==> src/rtl/mem_access_unit.sv <==
// Memory-stage load/store engine: one operation at a time, single-port request/ack memory,
// raw right-justified load data handed to the downstream extension stage.
`ifndef OPCODE_WIDTH
`define OPCODE_WIDTH 4
`endif
`ifndef AWIDTH
`define AWIDTH 32
`endif
`ifndef DWIDTH
`define DWIDTH 32
`endif

module mem_access_unit #(
    parameter int TIMEOUT_CYCLES = 16,
    parameter int CNT_WIDTH      = 5
) (
    input  logic                     ma_clk,
    input  logic                     ma_rst,
    input  logic                     ma_i_valid,
    output logic                     ma_o_ready,
    input  logic [`OPCODE_WIDTH-1:0] ma_i_opcode,
    input  logic [`AWIDTH-1:0]       ma_i_addr,
    input  logic [`DWIDTH-1:0]       ma_i_wdata,
    input  logic [4:0]               ma_i_rd,
    output logic                     mem_o_req,
    output logic                     mem_o_we,
    output logic [`AWIDTH-1:0]       mem_o_addr,
    output logic [3:0]               mem_o_be,
    output logic [`DWIDTH-1:0]       mem_o_wdata,
    input  logic                     mem_i_ack,
    input  logic [`DWIDTH-1:0]       mem_i_rdata,
    output logic                     ma_o_valid,
    input  logic                     ma_i_ready,
    output logic [`DWIDTH-1:0]       ma_o_load_data,
    output logic [`OPCODE_WIDTH-1:0] ma_o_opcode,
    output logic [4:0]               ma_o_rd,
    output logic                     ma_o_misalign,
    output logic                     ma_o_timeout
);

    localparam logic [`OPCODE_WIDTH-1:0] OP_LB  = `OPCODE_WIDTH'(1);
    localparam logic [`OPCODE_WIDTH-1:0] OP_LH  = `OPCODE_WIDTH'(2);
    localparam logic [`OPCODE_WIDTH-1:0] OP_LW  = `OPCODE_WIDTH'(3);
    localparam logic [`OPCODE_WIDTH-1:0] OP_LBU = `OPCODE_WIDTH'(4);
    localparam logic [`OPCODE_WIDTH-1:0] OP_LHU = `OPCODE_WIDTH'(5);
    localparam logic [`OPCODE_WIDTH-1:0] OP_SB  = `OPCODE_WIDTH'(8);
    localparam logic [`OPCODE_WIDTH-1:0] OP_SH  = `OPCODE_WIDTH'(9);
    localparam logic [`OPCODE_WIDTH-1:0] OP_SW  = `OPCODE_WIDTH'(10);
    localparam logic [CNT_WIDTH-1:0]     CNT_LAST = CNT_WIDTH'(TIMEOUT_CYCLES - 1);

    typedef enum logic [1:0] {IDLE, REQ, RESP} state_t;

    state_t                     r_state, w_state_nxt;
    logic                       r_req, w_req_nxt;
    logic                       r_we, w_we_nxt;
    logic [3:0]                 r_be, w_be_nxt;
    logic [`AWIDTH-1:0]         r_addr, w_addr_nxt;
    logic [`DWIDTH-1:0]         r_wdata, w_wdata_nxt;
    logic [CNT_WIDTH-1:0]       r_cnt, w_cnt_nxt;
    logic [1:0]                 r_lane, w_lane_nxt;
    logic [`OPCODE_WIDTH-1:0]   r_op, w_op_nxt;
    logic [4:0]                 r_rd, w_rd_nxt;
    logic                       r_valid, w_valid_nxt;
    logic [`DWIDTH-1:0]         r_data, w_data_nxt;
    logic [4:0]                 r_rd_out, w_rd_out_nxt;
    logic                       r_misalign, w_misalign_nxt;
    logic                       r_timeout, w_timeout_nxt;
    logic                       w_misal_in;

    function automatic logic isLoad(input logic [`OPCODE_WIDTH-1:0] op);
        return (op == OP_LB) || (op == OP_LH) || (op == OP_LW) || (op == OP_LBU) || (op == OP_LHU);
    endfunction

    function automatic logic isStore(input logic [`OPCODE_WIDTH-1:0] op);
        return (op == OP_SB) || (op == OP_SH) || (op == OP_SW);
    endfunction

    assign w_misal_in = (((ma_i_opcode == OP_LH) || (ma_i_opcode == OP_LHU) || (ma_i_opcode == OP_SH)) && ma_i_addr[0])
                     || (((ma_i_opcode == OP_LW) || (ma_i_opcode == OP_SW)) && (ma_i_addr[1:0] != 2'b00));

    // Next-state and next-register values; every register holds unless a branch overrides it.
    always_comb begin
        w_state_nxt    = r_state;
        w_req_nxt      = r_req;
        w_we_nxt       = r_we;
        w_be_nxt       = r_be;
        w_addr_nxt     = r_addr;
        w_wdata_nxt    = r_wdata;
        w_cnt_nxt      = r_cnt;
        w_lane_nxt     = r_lane;
        w_op_nxt       = r_op;
        w_rd_nxt       = r_rd;
        w_valid_nxt    = r_valid;
        w_data_nxt     = r_data;
        w_rd_out_nxt   = r_rd_out;
        w_misalign_nxt = r_misalign;
        w_timeout_nxt  = r_timeout;
        case (r_state)
            IDLE: begin
                if (ma_i_valid) begin
                    w_op_nxt   = ma_i_opcode;
                    w_rd_nxt   = ma_i_rd;
                    w_lane_nxt = ma_i_addr[1:0];
                    if (!isLoad(ma_i_opcode) && !isStore(ma_i_opcode)) begin
                        w_state_nxt    = RESP;
                        w_valid_nxt    = 1'b1;
                        w_data_nxt     = '0;
                        w_rd_out_nxt   = '0;
                        w_misalign_nxt = 1'b0;
                        w_timeout_nxt  = 1'b0;
                    end else if (w_misal_in) begin
                        w_state_nxt    = RESP;
                        w_valid_nxt    = 1'b1;
                        w_data_nxt     = '0;
                        w_rd_out_nxt   = isLoad(ma_i_opcode) ? ma_i_rd : 5'd0;
                        w_misalign_nxt = 1'b1;
                        w_timeout_nxt  = 1'b0;
                    end else begin
                        w_state_nxt = REQ;
                        w_req_nxt   = 1'b1;
                        w_we_nxt    = isStore(ma_i_opcode);
                        w_addr_nxt  = {ma_i_addr[`AWIDTH-1:2], 2'b00};
                        w_cnt_nxt   = '0;
                        case (ma_i_opcode)
                            OP_SB: begin
                                w_be_nxt    = 4'b0001 << ma_i_addr[1:0];
                                w_wdata_nxt = {4{ma_i_wdata[7:0]}};
                            end
                            OP_SH: begin
                                w_be_nxt    = 4'b0011 << ma_i_addr[1:0];
                                w_wdata_nxt = {2{ma_i_wdata[15:0]}};
                            end
                            OP_SW: begin
                                w_be_nxt    = 4'b1111;
                                w_wdata_nxt = ma_i_wdata;
                            end
                            default: begin
                                w_be_nxt    = 4'b1111;
                                w_wdata_nxt = '0;
                            end
                        endcase
                    end
                end
            end
            REQ: begin
                if (mem_i_ack || (r_cnt == CNT_LAST)) begin
                    w_state_nxt    = RESP;
                    w_req_nxt      = 1'b0;
                    w_we_nxt       = 1'b0;
                    w_be_nxt       = 4'b0000;
                    w_addr_nxt     = '0;
                    w_wdata_nxt    = '0;
                    w_cnt_nxt      = '0;
                    w_valid_nxt    = 1'b1;
                    w_rd_out_nxt   = isLoad(r_op) ? r_rd : 5'd0;
                    w_misalign_nxt = 1'b0;
                    // An ack on the final allowed cycle still completes normally.
                    w_timeout_nxt  = !mem_i_ack;
                    w_data_nxt     = (mem_i_ack && isLoad(r_op)) ? (mem_i_rdata >> {r_lane, 3'b000}) : '0;
                end else begin
                    w_cnt_nxt = r_cnt + 1'b1;
                end
            end
            RESP: begin
                if (ma_i_ready) begin
                    w_state_nxt = IDLE;
                    w_valid_nxt = 1'b0;
                end
            end
            default: w_state_nxt = IDLE;
        endcase
    end

    // Every output is registered; reset clears them immediately, dropping any in-flight request.
    always_ff @(posedge ma_clk or negedge ma_rst) begin
        if (!ma_rst) begin
            r_state    <= IDLE;
            r_req      <= 1'b0;
            r_we       <= 1'b0;
            r_be       <= 4'b0000;
            r_addr     <= '0;
            r_wdata    <= '0;
            r_cnt      <= '0;
            r_lane     <= 2'b00;
            r_op       <= '0;
            r_rd       <= '0;
            r_valid    <= 1'b0;
            r_data     <= '0;
            r_rd_out   <= '0;
            r_misalign <= 1'b0;
            r_timeout  <= 1'b0;
        end else begin
            r_state    <= w_state_nxt;
            r_req      <= w_req_nxt;
            r_we       <= w_we_nxt;
            r_be       <= w_be_nxt;
            r_addr     <= w_addr_nxt;
            r_wdata    <= w_wdata_nxt;
            r_cnt      <= w_cnt_nxt;
            r_lane     <= w_lane_nxt;
            r_op       <= w_op_nxt;
            r_rd       <= w_rd_nxt;
            r_valid    <= w_valid_nxt;
            r_data     <= w_data_nxt;
            r_rd_out   <= w_rd_out_nxt;
            r_misalign <= w_misalign_nxt;
            r_timeout  <= w_timeout_nxt;
        end
    end

    assign ma_o_ready     = (r_state == IDLE);
    assign mem_o_req      = r_req;
    assign mem_o_we       = r_we;
    assign mem_o_be       = r_be;
    assign mem_o_addr     = r_addr;
    assign mem_o_wdata    = r_wdata;
    assign ma_o_valid     = r_valid;
    assign ma_o_load_data = r_data;
    assign ma_o_opcode    = r_op;
    assign ma_o_rd        = r_rd_out;
    assign ma_o_misalign  = r_misalign;
    assign ma_o_timeout   = r_timeout;

endmodule

==> config.mk <==
export PLATFORM = sky130hd
export DESIGN_NAME = mem_access_unit
export DESIGN_NICKNAME = d
export VERILOG_FILES = /design/src/rtl/mem_access_unit.sv
export SDC_FILE = /design/constraint.sdc
export NUM_CORES = 1
export LEC_CHECK = 0
export CORE_ASPECT_RATIO = 0.75
export CORE_UTILIZATION = 30
export DETAILED_ROUTE_END_ITERATION = 8
export PLACE_DENSITY = 0.69
export SLEW_MARGIN = 30
export SYNTH_ARGS = -nofsm -noshare
export SYNTH_HDL_FRONTEND = slang
export SYNTH_SLANG_ARGS = --single-unit
==> constraint.sdc <==
create_clock -name ma_clk -period 3.09 [get_ports ma_clk]
set_input_delay 0.618 -clock ma_clk [delete_from_list [all_inputs] [get_ports ma_clk]]
set_output_delay 0.618 -clock ma_clk [all_outputs]
set_load 0.01 [all_outputs]
==> metrics, run 1 <==
vias 5248; initial antenna violation count 0; R2R Setup Slk 730 ps; Core Area 19380 um^2; Final min period 2461 ps; WL final 18.25 mm; worst-skew pair later-pin latency 410 ps; CTS tree done; Core Rows 44; pin count of the biggest net entering global routing 50; RSZ-0062 raised after global routing no; CTS resizes 0; Synth Warn # 0; CP bufs+invs 2; Final Setup Violations 0; Synth Instances 588; crit share post-route 0.7965; Max Fclk 406.3 MHz; CP peak stage delay 620 ps; GR Overflow Total 0; clk slew on worst S/H paths 60 ps; Post-CTS Setup Bufs 0; final setup TNS 0 ps; # diodes 0; Port Buf Inserts 222; crit path cell chain clkdlybuf4s50_1, o21bai_4, a211oi_4, a21oi_2, or3_1, buf_12, o21ai_0; EDFF count, synth 0; Bufs on Longest Clock Path 2; Post-Synth Adder-Cell Area 0.004219; cts hold-fix bufs 0; # fillers 1788; area of the multi-input gates 2565 um^2; top-area cell type share of the netlist area 0.5315; Reg-to-Reg End ma_o_rd[1]; die height 123.8 um; GPL Wtd Cong 0.8052; Max rail drop VDD 0.3917 mV; Critical Path RT 3400 ps; RR Startpoint r_cnt[0]; Slew Limit Headroom 0.4848; Power Density 764.0 nW/um^2; Clock Skew 8.376 ps; Worst Setup End Kind register; Die Footprint 20350 um^2; Hold Vio Cnt, Final 0; Worst path slowest cell clkdlybuf4s50_1; Hold/Removal Path Class in2async; Nets 911; Clock H-tree levels 4; Initial Util 0.3061; Crit Path Class in2reg; Final Cell Area 9111 um^2; post-synthesis mux area share 0.06054; Crit path max-delay family compound AO/OA/AOI/OAI gates; initial DRC count 422; CTS Sinks 126; Mean Syn Cell Area 10.09 um^2; first-pass GRT wire length 28.32 mm; pins over their slew limit 0; Seq/Total Area, Yosys 0.5315; synth unique cells 45; Pleak 3.914 nW; area grow syn2layout 53.60%; drc violations 0; synthesized flop and latch total 126; first drt pass iteration count 4; GRT Total Usage 0.1815; drt via density 4.928; largest area contributor in the netlist dfrtp_1; mapped cell area 5932 um^2; TritonCTS buffer count 17; crit path launch type input pin; outcome completed; Worst R2R Path Depth 8; Async SR Flop Fraction 1.000; Max-Cap Viols 0; xor/xnor share of the synthesized area 0.001476; Simple-Gate Fraction of Synth Area 0.1523; WL/cell 17.14 um; clock tree root buffer cell clkbuf_16; share of layout cells above drive strength 1 0.1108; Storage cell area 3153 um^2; Die Width 164.4 um; crit path DAT 2780 ps; post-route ant nets 0; slew at the pin closest to its max-slew limit 767.0 ps; crit path max fanout 25; largest family of logic cells by synthesized area compound AO/OA/AOI/OAI gates; largest cells by area after synthesis dfrtp_1 (53%), nand2_1 (7.7%), mux2i_1 (4.7%); Top Ports 225; compound-gate portion of the synthesized area 0.2078; Cell Area, Placed 8479 um^2; Primary FF master, synth dfrtp_1; Detailed Place HPWL 12.92 mm; vias in the first global route 5093
==> worst max-delay path by stage <==
stage / start / end / slack [ps] / cells after the start
after floorplan: ma_i_opcode[2] / ma_o_misalign / 910 / 7
after global placement: ma_i_opcode[3] / ma_o_rd[4] / 300 / 7
after detailed placement: ma_i_opcode[3] / mem_o_wdata[10] / 250 / 7
after CTS: ma_i_opcode[3] / mem_o_wdata[10] / 650 / 7
after global routing: ma_i_opcode[3] / mem_o_wdata[10] / 540 / 7
final: ma_i_opcode[3] / mem_o_wdata[10] / 630 / 7
==> layout by cell type, fill, tap and decap left out, types with 4 or more instances in the layout <==
master           count
a22o_1              30
buf_4               13
a32o_1              11
clkdlybuf4s50_1    221
bufinv_16            4
o21ai_2             20
dfrtp_1            126
nor2b_1             14
mux2_2               7
nand3_1             31
a22oi_1              8
mux2i_1             28
a21oi_1             20
o21ai_0             51
buf_12               6
inv_1                4
clkinvlp_4           5
nand2_1            121
nor2_1              19
a211o_1              8
o2bb2ai_1            8
clkbuf_16           17
nor3_1               4
==> routing by layer <==
layer  wire length [um]  global-route usage  vias up
li1                   -                   -     2501
met1               8712              0.2626     2581
met2               8042              0.2592      152
met3               1338             0.05927       14
met4                157             0.04358        0
met5                  0                   0        -
==> layout make-up <==
class	instances	area share
Sequential cell	126	0.3461
Inverter	4	0.001648
Timing Repair Buffer	240	0.2667
Clock buffer	19	0.04861
Clock inverter	13	0.02074
Multi-Input combinational cell	410	0.2815
Tap cell	253	0.03474
==> power by group <==
group | switching [mW] | internal (mW)
Sequential | 0.279 | 2.11
Clock | 0.769 | 1.37
Combinational | 1.17 | 1.26
Total | 2.21 | 4.75
==> synthesized netlist by cell type, types with 3 or more instances <==
master / number
mux2i_1: 28
dfrtp_1: 126
nor3_1: 4
a32o_1: 11
a21oi_1: 20
buf_2: 11
buf_1: 6
a211o_1: 8
and2_1: 3
inv_1: 4
a22o_1: 30
o21ai_0: 51
o2bb2ai_1: 8
buf_6: 3
nor2b_1: 14
nand2_1: 121
a22oi_1: 8
clkbuf_1: 26
nor2_1: 19
mux2_2: 7
nand3_1: 31
nand2b_1: 3
o21ai_2: 19
buf_4: 3
==> metrics by stage <==
step | worst slack, ps | cells | hold WS, ps | utilization | power (mW)
2_1_floorplan | 906.7 | 589 | 322.4 | - | 3.493
3_3_place_gp | 295.9 | 1033 | 459.9 | 0.4376 | 4.832
3_5_place_dp | 245.3 | 1033 | 464.9 | 0.4376 | 4.856
4_1_cts | 653.0 | 1065 | 255.9 | 0.4702 | 7.046
5_1_grt | 541.9 | 1065 | 276.2 | 0.4702 | 7.359
6_report | 628.8 | 1065 | 247.8 | 0.4702 | 6.961
==> state kept, by name, indices dropped and copies added (netlist names), 2 cells and up <==
register,flops
mem_o_addr,30
ma_o_rd,5
r_rd,5
r_state,2
ma_o_load_data,32
r_lane,2
mem_o_wdata,32
mem_o_be,4
r_cnt,5
ma_o_opcode,4
==> kinds of logic after synthesis <==
group	Yosys count
flip-flops	126
multiplexers	35
buffers and inverters	53
AO/OA/AOI/OAI	167
AND/OR/NAND/NOR	203
adder cells (fa/ha/maj)	2
other	1
XOR/XNOR	1
(Power assumes the default switching activity.)
==> run 2: changes to the inputs <==
- PLACE_DENSITY: 0.69 -> 0.71
- clock period: 3.09 -> 2.11 ns (I/O delays scaled with it)
==> run 2 against run 1 <==
Compared with the run above: first-iteration DRC count down 3.3%; sequential share of layout area down 1.5 points; final area up 4.4%; utilization up 2.1 points; register-to-register slack worse by 660 ps; sequential cell count unchanged; power up 48%; global-route usage up 0.87 points; clock skew up 2.2 ps; sequential power up 47%.
==> metrics, run 2 (synthesis results as in run 1) <==
pins over their slew limit 0 (unchanged); Final min period 2047 ps; WL final 19.35 mm (+6.0%); Die Footprint 20350 um^2 (unchanged); CTS Sinks 126 (unchanged); die height 123.8 um (unchanged); Bufs on Longest Clock Path 2 (unchanged); drt via density 4.904 (-0.48%); initial DRC count 408 (-3.3%); placed insts 1066 (+3.2%); GR Overflow Total 0 (unchanged); pin count of the biggest net entering global routing 47 (-6.0%); Hold Vio Cnt, Final 0 (unchanged); Pwr Total 10.32 mW (+48%); initial antenna violation count 2 (+2); crit path launch type input pin; area grow syn2layout 60.32%; leading cell type in the layout, fill and taps excluded clkdlybuf4s50_1; Detailed Place HPWL 13.50 mm (+4.5%); Pleak 4.169 nW (+6.5%); Core Rows 44 (unchanged); WL/cell 17.49 um (+2.1%); Core Area 19380 um^2 (unchanged); Top Ports 225 (unchanged); clock tree root buffer cell clkbuf_16; Finished Layout Cells 1106 (+3.8%); HP Start mem_o_wdata[28]; share of layout cells above drive strength 1 0.1563 (+0.04545); worst-skew pair later-pin latency 420 ps (about the same); vias 5424 (+3.4%); Die Width 164.4 um (unchanged); global routing usage on met1 0.2649 (+0.002359); Max Fclk 488.6 MHz; crit path max fanout 25 (unchanged); Clock Skew 10.59 ps (+2.216 ps); first drt pass iteration count 5 (+1); # fillers 1787 (-0.056%); GPL Wtd Cong 0.8203 (+1.9%); Worst R2R Path Depth 11 (+3); RR Startpoint r_cnt[0]; R2R Setup Slk 70 ps (-660 ps); Worst Setup End Kind register; drc violations 0 (unchanged); Max rail drop VDD 0.5756 mV (+47%); Initial Util 0.3061 (unchanged); Power Density 1085 nW/um^2 (+42%); GR peak layer met2; Slew Limit Headroom 0.5377 (+0.05295); Max-Cap Viols 0 (unchanged); Port Buf Inserts 222 (unchanged); crit path DAT 2380 ps (-400 ps); slew at the pin closest to its max-slew limit 692.0 ps (-74.95 ps); most frequent cells in the layout clkdlybuf4s50_1 (218), dfrtp_1 (126), nand2_1 (121); CTS tree done; Clock H-tree levels 4 (unchanged); clk slew on worst S/H paths 60 ps (about the same); crit share post-route 0.9700; Nets 953 (+4.6%); GRT Total Usage 0.1901 (+0.008651); CP startpoint ma_i_opcode[2]; Worst setup endpoint mem_o_wdata[13]; Reg-to-Reg End mem_o_wdata[21]; outcome completed; vias in the first global route 5328 (+4.6%); post-route ant nets 0 (unchanged); met3 Usage GRT 0.07026 (+0.01099); met2 global-route usage 0.2756 (+0.01635); Critical Path RT 2440 ps (-960 ps); Crit Path Class in2reg; Hold/Removal Path Class reg2reg; first-pass GRT wire length 29.41 mm (+3.8%); TritonCTS buffer count 17 (unchanged); Final Setup Violations 0 (unchanged)
[run 2: per-layer routing]
metal,share of wire,vias up
met5,0,-
met4,0.0080,0
met3,0.080,14
met2,0.44,194
met1,0.47,2633
li1,-,2583
[run 2: what timing repair did]
item | 4_1_cts | 5_1_grt
hold buffers | 1 | 0
setup endpoints to repair | 36 | 67
setup buffers | 2 | 3
gates cloned | 0 | 3
pin swaps | 0 | 3
hold endpoints to repair | 44 | 0
resized for setup | 2 | 10
[run 2: how the worst min path moves through the flow]
| stage | end | slack (ps) | cells past startpoint |
|---|---|---|---|
| global route | ma_o_load_data[16] | 500 | 1 |
| detailed placement | ma_o_rd[4] | 400 | 1 |
| floorplan | ma_o_load_data[0] | 130 | 0 |
| CTS | r_rd[0] | 480 | 2 |
| global placement | ma_o_load_data[11] | 390 | 1 |
| finish | mem_o_wdata[28] | 480 | 2 |
[run 2: cell type report]
class / count / area, um^2 / area share
Tap cell: 253 / 316.6 / 0.03329
Inverter: 4 / 15.01 / 0.001579
Multi-Input combinational cell: 410 / 2596 / 0.2730
Timing Repair Buffer: 282 / 2819 / 0.2964
Clock buffer: 23 / 498.0 / 0.05236
Sequential cell: 126 / 3153 / 0.3315
Antenna cell: 2 / 5.005 / 0.0005262
Clock inverter: 6 / 107.6 / 0.01131
[run 2: worst max-delay path: stages]
cell             delay, ps
clkdlybuf4s50_1        560
o211a_4                310
a211oi_4               190
a21oi_2                110
or3_1                  420
buf_12                 200
o21ai_0                160
[run 2: metrics by stage]
stage / TNS, ps / instance area [um^2] / worst slack, ps / hold slack (ps) / utilization
after global routing: -309.3 / 9508 / -21.72 / 503.1 / 0.4906
after detailed placement: -36880 / 8743 / -443.4 / 396.1 / 0.4512
final: 0 / 9510 / 63.34 / 477.6 / 0.4908
after global placement: -29820 / 8743 / -363.9 / 395.0 / 0.4512
after floorplan: 0 / 5936 / 3.184 / 126.4 / -
after CTS: 0 / 9384 / 7.077 / 476.3 / 0.4842
[run 2: report_power, final]
group / total, mW / switching (mW) / internal (mW)
logic: 3.77 / 1.76 / 2.01
clock network: 3.03 / 1.04 / 1.99
registers: 3.52 / 0.426 / 3.09
==> run 3: changes to the inputs <==
==> constraint.sdc (replaced) <==
create_clock -name ma_clk -period 2.11 [get_ports ma_clk]
set_input_delay 0.422 -clock ma_clk [delete_from_list [all_inputs] [get_ports ma_clk]]
set_output_delay 0.422 -clock ma_clk [all_outputs]
set_load 0.02 [all_outputs]
==> results of run 3 <==
The final DEF is identical to that of run 2. Status: completed.
Among the figures that moved: total power 10.32 mW -> 10.78 mW; worst IR drop on VDD 0.5756 mV -> 0.6854 mV
